File: config.mk
export PLATFORM = sky130hd
export DESIGN_NAME = final_top_cpu
export DESIGN_NICKNAME = d
export VERILOG_FILES = /design/src/rtl/cpu_pkg.sv /design/src/rtl/final_top_cpu.sv
export SDC_FILE = /design/constraint.sdc
export NUM_CORES = 1
export LEC_CHECK = 0
export CORE_MARGIN = 5
export CORE_UTILIZATION = 60
export CTS_CLUSTER_DIAMETER = 40
export CTS_CLUSTER_SIZE = 14
export DETAILED_ROUTE_END_ITERATION = 16
export GPL_TIMING_DRIVEN = 0
export PLACE_DENSITY = 0.81
export SYNTH_ARGS = -nofsm -noshare
export SYNTH_HDL_FRONTEND = slang
export SYNTH_SLANG_ARGS = --single-unit
File: constraint.sdc
create_clock -name clk -period 3.5 [get_ports clk]
set_input_delay 0.525 -clock clk [delete_from_list [all_inputs] [get_ports clk]]
set_output_delay 0.525 -clock clk [all_outputs]
set_load 0.1 [all_outputs]
File: src/rtl/cpu_pkg.sv
// Shared definitions for the 16-bit pipelined core: widths, instruction field
// positions, opcodes and opcode classification helpers.
package cpu_pkg;

    localparam int DATA_W   = 16;
    localparam int REG_AW   = 3;
    localparam int MEM_AW   = 8;
    localparam int NUM_REGS = 1 << REG_AW;
    localparam int INSTR_W  = 32;
    localparam int OP_W     = 5;

    localparam int OP_LSB  = 27;
    localparam int RD_LSB  = 24;
    localparam int RS1_LSB = 21;
    localparam int RS2_LSB = 18;
    localparam int IMM_LSB = 0;

    typedef logic [OP_W-1:0] opcode_t;

    localparam opcode_t OP_NOP  = 5'h00;
    localparam opcode_t OP_ADD  = 5'h01;
    localparam opcode_t OP_SUB  = 5'h02;
    localparam opcode_t OP_AND  = 5'h03;
    localparam opcode_t OP_OR   = 5'h04;
    localparam opcode_t OP_XOR  = 5'h05;
    localparam opcode_t OP_NOT  = 5'h06;
    localparam opcode_t OP_SHL  = 5'h07;
    localparam opcode_t OP_SHR  = 5'h08;
    localparam opcode_t OP_ADDI = 5'h09;
    localparam opcode_t OP_LDI  = 5'h0A;
    localparam opcode_t OP_MOV  = 5'h0B;
    localparam opcode_t OP_LD   = 5'h0C;
    localparam opcode_t OP_ST   = 5'h0D;
    localparam opcode_t OP_OUT  = 5'h0E;

    // Opcodes ADD..MOV plus LD produce a register result.
    function automatic logic op_writes_rd(input opcode_t op);
        return ((op >= OP_ADD) && (op <= OP_MOV)) || (op == OP_LD);
    endfunction

    function automatic logic op_sets_flags(input opcode_t op);
        return (op >= OP_ADD) && (op <= OP_ADDI);
    endfunction

endpackage

File: src/rtl/final_top_cpu.sv
// Three-stage (decode / execute / writeback) 16-bit core with no PC and no
// hazard handling; memory accesses go to an external synchronous SRAM.
module final_top_cpu
    import cpu_pkg::*;
(
    input  logic               clk,
    input  logic               rst,
    input  logic [INSTR_W-1:0] instruction,
    input  logic [DATA_W-1:0]  data_in,
    output logic [DATA_W-1:0]  data_out,
    output logic [DATA_W-1:0]  addr,
    output logic               we,
    output logic [DATA_W-1:0]  out_reg,
    output logic               zero,
    output logic               carry
);

    opcode_t           raw_op, dec_op;
    logic [REG_AW-1:0] dec_rd, dec_rs1, dec_rs2;
    logic [DATA_W-1:0] dec_imm, rs1_val, rs2_val;
    logic              unused_resv;

    opcode_t           idex_op_reg;
    logic [REG_AW-1:0] idex_rd_reg;
    logic [DATA_W-1:0] idex_a_reg, idex_b_reg, idex_imm_reg;

    opcode_t           exwb_op_reg;
    logic [REG_AW-1:0] exwb_rd_reg;
    logic [DATA_W-1:0] exwb_res_reg;

    logic                             wb_en;
    logic [DATA_W-1:0]                wb_data;
    logic [NUM_REGS-1:0][DATA_W-1:0] rf_q;

    logic [DATA_W:0]   ex_sum;
    logic [DATA_W-1:0] ex_res, ex_mem_addr;
    logic              ex_carry, ex_is_mem;

    assign raw_op      = instruction[OP_LSB +: OP_W];
    assign dec_op      = (raw_op > OP_OUT) ? OP_NOP : raw_op;
    assign dec_rd      = instruction[RD_LSB +: REG_AW];
    assign dec_rs1     = instruction[RS1_LSB +: REG_AW];
    assign dec_rs2     = instruction[RS2_LSB +: REG_AW];
    assign dec_imm     = instruction[IMM_LSB +: DATA_W];
    assign unused_resv = ^instruction[RS2_LSB-1:DATA_W];

    assign wb_en   = op_writes_rd(exwb_op_reg);
    assign wb_data = (exwb_op_reg == OP_LD) ? data_in : exwb_res_reg;

    generate
        for (genvar gi = 0; gi < NUM_REGS; gi++) begin : g_rf
            logic [DATA_W-1:0] gpr_reg;
            always_ff @(posedge clk) begin
                if (!rst) begin
                    gpr_reg <= '0;
                end else if (wb_en && (exwb_rd_reg == REG_AW'(gi))) begin
                    gpr_reg <= wb_data;
                end
            end
            assign rf_q[gi] = gpr_reg;
        end
    endgenerate

    // Write-through: a decode reading the register being written this edge sees the new value.
    assign rs1_val = (wb_en && (exwb_rd_reg == dec_rs1)) ? wb_data : rf_q[dec_rs1];
    assign rs2_val = (wb_en && (exwb_rd_reg == dec_rs2)) ? wb_data : rf_q[dec_rs2];

    always_ff @(posedge clk) begin
        if (!rst) begin
            idex_op_reg  <= OP_NOP;
            idex_rd_reg  <= '0;
            idex_a_reg   <= '0;
            idex_b_reg   <= '0;
            idex_imm_reg <= '0;
        end else begin
            idex_op_reg  <= dec_op;
            idex_rd_reg  <= dec_rd;
            idex_a_reg   <= rs1_val;
            idex_b_reg   <= rs2_val;
            idex_imm_reg <= dec_imm;
        end
    end

    assign ex_mem_addr = idex_a_reg + idex_imm_reg;

    always_comb begin
        ex_sum   = '0;
        ex_res   = '0;
        ex_carry = 1'b0;
        case (idex_op_reg)
            OP_ADD: begin
                ex_sum   = {1'b0, idex_a_reg} + {1'b0, idex_b_reg};
                ex_res   = ex_sum[DATA_W-1:0];
                ex_carry = ex_sum[DATA_W];
            end
            OP_SUB: begin
                ex_res   = idex_a_reg - idex_b_reg;
                ex_carry = idex_a_reg < idex_b_reg;
            end
            OP_AND: ex_res = idex_a_reg & idex_b_reg;
            OP_OR:  ex_res = idex_a_reg | idex_b_reg;
            OP_XOR: ex_res = idex_a_reg ^ idex_b_reg;
            OP_NOT: ex_res = ~idex_a_reg;
            OP_SHL: begin
                ex_res   = {idex_a_reg[DATA_W-2:0], 1'b0};
                ex_carry = idex_a_reg[DATA_W-1];
            end
            OP_SHR: begin
                ex_res   = {1'b0, idex_a_reg[DATA_W-1:1]};
                ex_carry = idex_a_reg[0];
            end
            OP_ADDI: begin
                ex_sum   = {1'b0, idex_a_reg} + {1'b0, idex_imm_reg};
                ex_res   = ex_sum[DATA_W-1:0];
                ex_carry = ex_sum[DATA_W];
            end
            OP_LDI: ex_res = idex_imm_reg;
            OP_MOV: ex_res = idex_a_reg;
            OP_OUT: ex_res = idex_a_reg;
            default: ex_res = '0;
        endcase
    end

    // Gating with rst keeps a store caught mid-execute by reset from reaching memory.
    assign ex_is_mem = (idex_op_reg == OP_LD) || (idex_op_reg == OP_ST);
    assign we        = rst && (idex_op_reg == OP_ST);
    assign addr      = (rst && ex_is_mem) ? ex_mem_addr : '0;
    assign data_out  = we ? idex_b_reg : '0;

    always_ff @(posedge clk) begin
        if (!rst) begin
            exwb_op_reg  <= OP_NOP;
            exwb_rd_reg  <= '0;
            exwb_res_reg <= '0;
            zero         <= 1'b0;
            carry        <= 1'b0;
        end else begin
            exwb_op_reg  <= idex_op_reg;
            exwb_rd_reg  <= idex_rd_reg;
            exwb_res_reg <= ex_res;
            if (op_sets_flags(idex_op_reg)) begin
                zero  <= (ex_res == '0);
                carry <= ex_carry;
            end
        end
    end

    always_ff @(posedge clk) begin
        if (!rst) begin
            out_reg <= '0;
        end else if (exwb_op_reg == OP_OUT) begin
            out_reg <= exwb_res_reg;
        end
    end

endmodule

---- After elaboration in Yosys (flattened, before gate mapping) ----
Cells that the tools add are included.
Widths: inputs -> output; s select.
word-level totals
  register bits ........................... 226
  input bits .............................. 50
  output and inout bits ................... 51
  logic and storage cells ................. 92
operators by class
  add/sub/neg operators ................... 4
  $lt $le $gt $ge ......................... 8
  equal/unequal tests ..................... 25
  multiplexer cells ....................... 11
  bitwise operators ....................... 5
  reduce and logical (&&, ||, !) cells .... 20
operator list
  operator            number
  $pmux 16 s11        1
  $mux 16             7
  $bmux 16 s3         2
  $eq 5x4->1 const B  9
  $add 16x16->17      2
  $eq 5x3->1 const B  4
  $add 16x16->16      1
  $and 16x16->16      1
  $logic_not 16->1    1
  $lt 16x16->1        1
  $not 16->16         1
  $or 16x16->16       1
  $sub 16x16->16      1
  $xor 16x16->16      1
  $logic_and 1x1->1   14
  $eq 3x3->1 const B  4
  $eq 5x2->1 const B  2
  $ge 5x1->1 const B  2
  $le 5x4->1 const B  2
  $lt 3x4->1 const B  2
  $eq 3x2->1 const B  2
  $eq 3x3->1          2
  $eq 5x1->1 const B  1
  $gt 5x4->1 const B  1
  other kinds (6)     8

---- Logic depth before layout (Yosys ltp) ----
  depth after elaboration ................. 5
  gate-level depth with buffers ........... 12
  gate-level depth less buffers ........... 12

---- Worst setup path before layout ----
Ideal clock, no wire load.
  path kind ............................... flip-flop to output port
  start ................................... register idex_a_reg[0]
  end ..................................... output port addr[10]
  arrival ................................. 3697 ps
  required time ........................... 2975 ps
  slack ................................... -722 ps
  cell stages (with the launch flop) ...... 9
  buffers on the path ..................... 0
  cell sequence ........................... dfxtp_1 ha_1 inv_1 fa_1 nor2b_1 o211a_1 o2111ai_2 and3b_1 nor3_1
on the way
  cells in the longest elaborated chain, start to end .. 2
ends and longest elaborated chain
  item                    RTL line              source
  start, declared         final_top_cpu.sv:25   logic [DATA_W-1:0] idex_a_reg, idex_b_reg, idex_imm_reg;
  start signal, assigned  final_top_cpu.sv:78   idex_a_reg <= rs1_val;
  $add 16x16->16          final_top_cpu.sv:84   assign ex_mem_addr = idex_a_reg + idex_imm_reg;
  $mux 16                 final_top_cpu.sv:127  assign addr = (rst && ex_is_mem) ? ex_mem_addr : '0;
  end, declared           final_top_cpu.sv:11   output logic [DATA_W-1:0] addr,
Every way passes these cells.

---- Final worst setup path ----
  start ................................... register idex_op_reg[4]
  end ..................................... register zero
on the way
  cells in the longest elaborated chain, start to end .. 4
  elaborated cells on any way between the ends .. 18
ends and longest elaborated chain
  item                       RTL line              source
  start, declared            final_top_cpu.sv:23   opcode_t idex_op_reg;
  start signal, assigned     final_top_cpu.sv:76   idex_op_reg <= dec_op;
  $eq 5x4->1                 final_top_cpu.sv:90   case (idex_op_reg)
  $reduce_or 2->1 (no line)  --
  $pmux 16 s11               final_top_cpu.sv:90
  $logic_not 16->1           final_top_cpu.sv:142  zero <= (ex_res == '0);
  end signal, assigned       final_top_cpu.sv:142
  end, declared              final_top_cpu.sv:14   output logic zero,
Parallel ways exist; a longest one is shown, timed or not.
A chain may end at the register's enable or synchronous reset.

==> results.tsv <==
metric	value	unit
status	completed	
gp_congestion	0.9739	
grt_max_degree	17	
clockBufferDepth	3	
endpoint	zero$_SDFFE_PN0P_	
async_reset_ff_frac	0	
nFillCells	1735	
grt_pass1_vias	13452	
whs	0.4363	ns
grt_use_met1	0.4281	
crit_fanout	10	
max_slew_margin	0.2136	
reg2regPathDepth	11	
cts_hold_buffers	0	
path_cells	buf_2, nor3b_1, nand2_1, clkbuf_1, nor2_1, a221oi_1, nand4_1, a31oi_1, nand3_1, nand4b_1, o21ai_1	
finalHoldViolCount	0	
wirelength	50390	µm
drtAntennaViolNets	0	
fin_skew	0.03225	ns
ys.flop_type	dfxtp_1	
die-width	164.9	µm
row_count	56	
grt_pass1_wl	76760	µm
nNetsFinal	1805	
ys_seq_elements	226	
drc	0	
period_needed	3.495	ns
antenna_found_initial	0	
critPathLaunch	idex_op_reg[4]$_SDFF_PP0_	
coreArea	23540	µm²
cts_tree	done	
power.density	386.2	nW/µm²
rsz0062_at_grt	yes	
largest_register_ffs	128	
final_common_cell	dfxtp_1	
seq_area_frac_synth	0.3145	
regArea	4557	µm²
die_y	164.9	µm
hold_path_class	register to register	
synth_edf_count	0	
dr.pass1.iters	8	
track_usage	0.3664	
clock-sinks	226	
tightest_slew	1.175	ns
top_usage_layer	met2	
drtIter0Drc	1413	
rr_endpoint	zero$_SDFFE_PN0P_	
num_vias	13292	
worst_hold_path.num_cells	1	
synth_warnings	0	
setup-violations-final	0	
max_clock_freq	286.1	MHz
clock_tree.root_cell	clkbuf_16	
multi_input_area	9339	µm²
globalRouteMet2Util	0.6688	
synth_area_per_cell	9.312	µm²
dieArea	27180	µm²
dpl.hpwl	38100	µm
p_leak	7.776	nW
mostFrequentLayoutCells	dfxtp_1, nand2_1, o211a_1	
cp.required	3.95	ns
drive_gt1_frac	0.1890	
synthCells	1545	
syn_nets	1670	
critPathLaunchType	register	
area_delta_synth_final	19.20	%
worstPathArrival	3.94	ns
end_kind	register	
reg2reg_from	idex_op_reg[4]$_SDFF_PP0_	
path_class	register to register	
vdd_drop_max	0.5135	mV
n_antenna_cell	0	
slowest_delay	0.91	ns
via_per_inst	6.570	
routedWlPerCell	24.91	µm
io_buffers	91	
cts_max_level	1	
r2r_slack	0.005	ns
initial_core_util	0.6111	
ios	101	
cts_buffers	31	
synth_area	14390	µm²
p_total	6.624	mW
synth.distinct_cells	102	
grtUsageMet3	0.05391	
drv_cap	0	
slew_viol_final	0	
cp_slowest_cell	nor3b_1	
gr-total-overflow	0	
path_clk_slew	0.06	ns
period_share	0.9985	
insertion_delay	0.59	ns
## metrics by stage
stage | TNS (ns) | area [µm²] | std cells | util | worst slack [ns]
after floorplan | -3.702 | 14430 | 1545 | - | -0.2860
after global placement | -6.773 | 15740 | 1955 | 0.6684 | -0.8570
after detailed placement | -7.790 | 15740 | 1955 | 0.6684 | -0.9449
after CTS | -0.3047 | 16910 | 2016 | 0.7184 | -0.1614
after global routing | -0.04219 | 17150 | 2023 | 0.7285 | -0.03965
final | 0 | 17150 | 2023 | 0.7285 | 0.005195
## worst max-delay path, delay by kind of cell, from the launching register on
| family | cells | cell delay (ns) |
|---|---|---|
| AND/OR/NAND/NOR | 6 | 2.13 |
| buffers and inverters | 2 | 0.65 |
| flip-flops | 1 | 0.33 |
| AO/OA/AOI/OAI | 3 | 0.27 |
## cells by family (layout without fill, tap and decap cells)
logic type / Yosys count / in the layout / share of synthesized area
and+or+nand+nor: 519 / 519 / 0.1773
AOI/OAI and AO/OA: 397 / 397 / 0.2254
DFF: 226 / 226 / 0.3145
buffers and inverters: 175 / 334 / 0.05340
muxes: 127 / 127 / 0.1471
adders and majority gates: 75 / 75 / 0.06679
xor gates and xnor gates: 25 / 25 / 0.01522
other: 1 / 1 / 0.0002606
## cell type report
| type | count | area share |
|---|---|---|
| multi-input cells | 1144 | 0.5445 |
| flip-flops and latches | 226 | 0.2657 |
| inverters | 53 | 0.01196 |
| plain buffers | 121 | 0.03305 |
| clock buffers | 34 | 0.04764 |
| clock inverters | 23 | 0.01663 |
| repair buffers | 103 | 0.05720 |
| well taps | 319 | 0.02327 |
## synthesized netlist by cell type (7+ instances only)
library cell  count  share of area
a221oi_1         11         0.0067
buf_2            19         0.0066
a21oi_1          75          0.026
o211ai_1          9         0.0047
nor2_1           93          0.024
a211oi_1         15         0.0078
nand3_1          10         0.0035
a22oi_1           7         0.0037
nor4_1           10         0.0043
nor2b_1          42          0.018
dfxtp_1         226           0.31
clkbuf_1         86          0.022
o211a_1         130          0.090
nand2b_1          9         0.0039
a21o_1           11         0.0057
xnor2_1          19          0.012
ha_1             72          0.063
mux2i_1          27          0.019
and2_1           45          0.020
nand4_1           9         0.0039
nor3b_1           8         0.0042
and3_1           11         0.0048
inv_1            52          0.014
nor3_1           36          0.013
mux4_2           64           0.10
mux2_2           36          0.028
o21ai_0          27         0.0094
nand2_1         200          0.052
a21boi_0         19         0.0099
## power by group
group	switching (mW)	total [mW]	leakage, nW	internal, mW
Combinational	0.367	0.634	5.40	0.266
Sequential	0.0511	2.67	1.84	2.62
Clock	1.31	3.32	0.536	2.01
Total	1.72	6.62	7.78	4.90
## what timing repair did
| action | 4_1_cts | 5_1_grt |
|---|---|---|
| setup buffers | 4 | 8 |
| pin swaps | 1 | 9 |
| resized for setup | 195 | 59 |
| setup endpoints to repair | 35 | 35 |
## layer usage
metal | part of all wire | wire, µm
met1 | 0.38 | 19010
met2 | 0.50 | 25400
met3 | 0.071 | 3593
met4 | 0.047 | 2383
met5 | 0 | 0
## worst min-delay path by stage
stage / from / endpoint / slack [ns]
after floorplan: idex_rd_reg[0]$_SDFF_PN0_ / exwb_rd_reg[0]$_SDFF_PN0_ / 0.41
after global placement: idex_rd_reg[2]$_SDFF_PN0_ / exwb_rd_reg[2]$_SDFF_PN0_ / 0.41
after detailed placement: idex_rd_reg[2]$_SDFF_PN0_ / exwb_rd_reg[2]$_SDFF_PN0_ / 0.42
after CTS: idex_rd_reg[2]$_SDFF_PN0_ / exwb_rd_reg[2]$_SDFF_PN0_ / 0.44
after global routing: idex_rd_reg[0]$_SDFF_PN0_ / exwb_rd_reg[0]$_SDFF_PN0_ / 0.48
final: idex_rd_reg[2]$_SDFF_PN0_ / exwb_rd_reg[2]$_SDFF_PN0_ / 0.44
(Power assumes the default switching activity.)
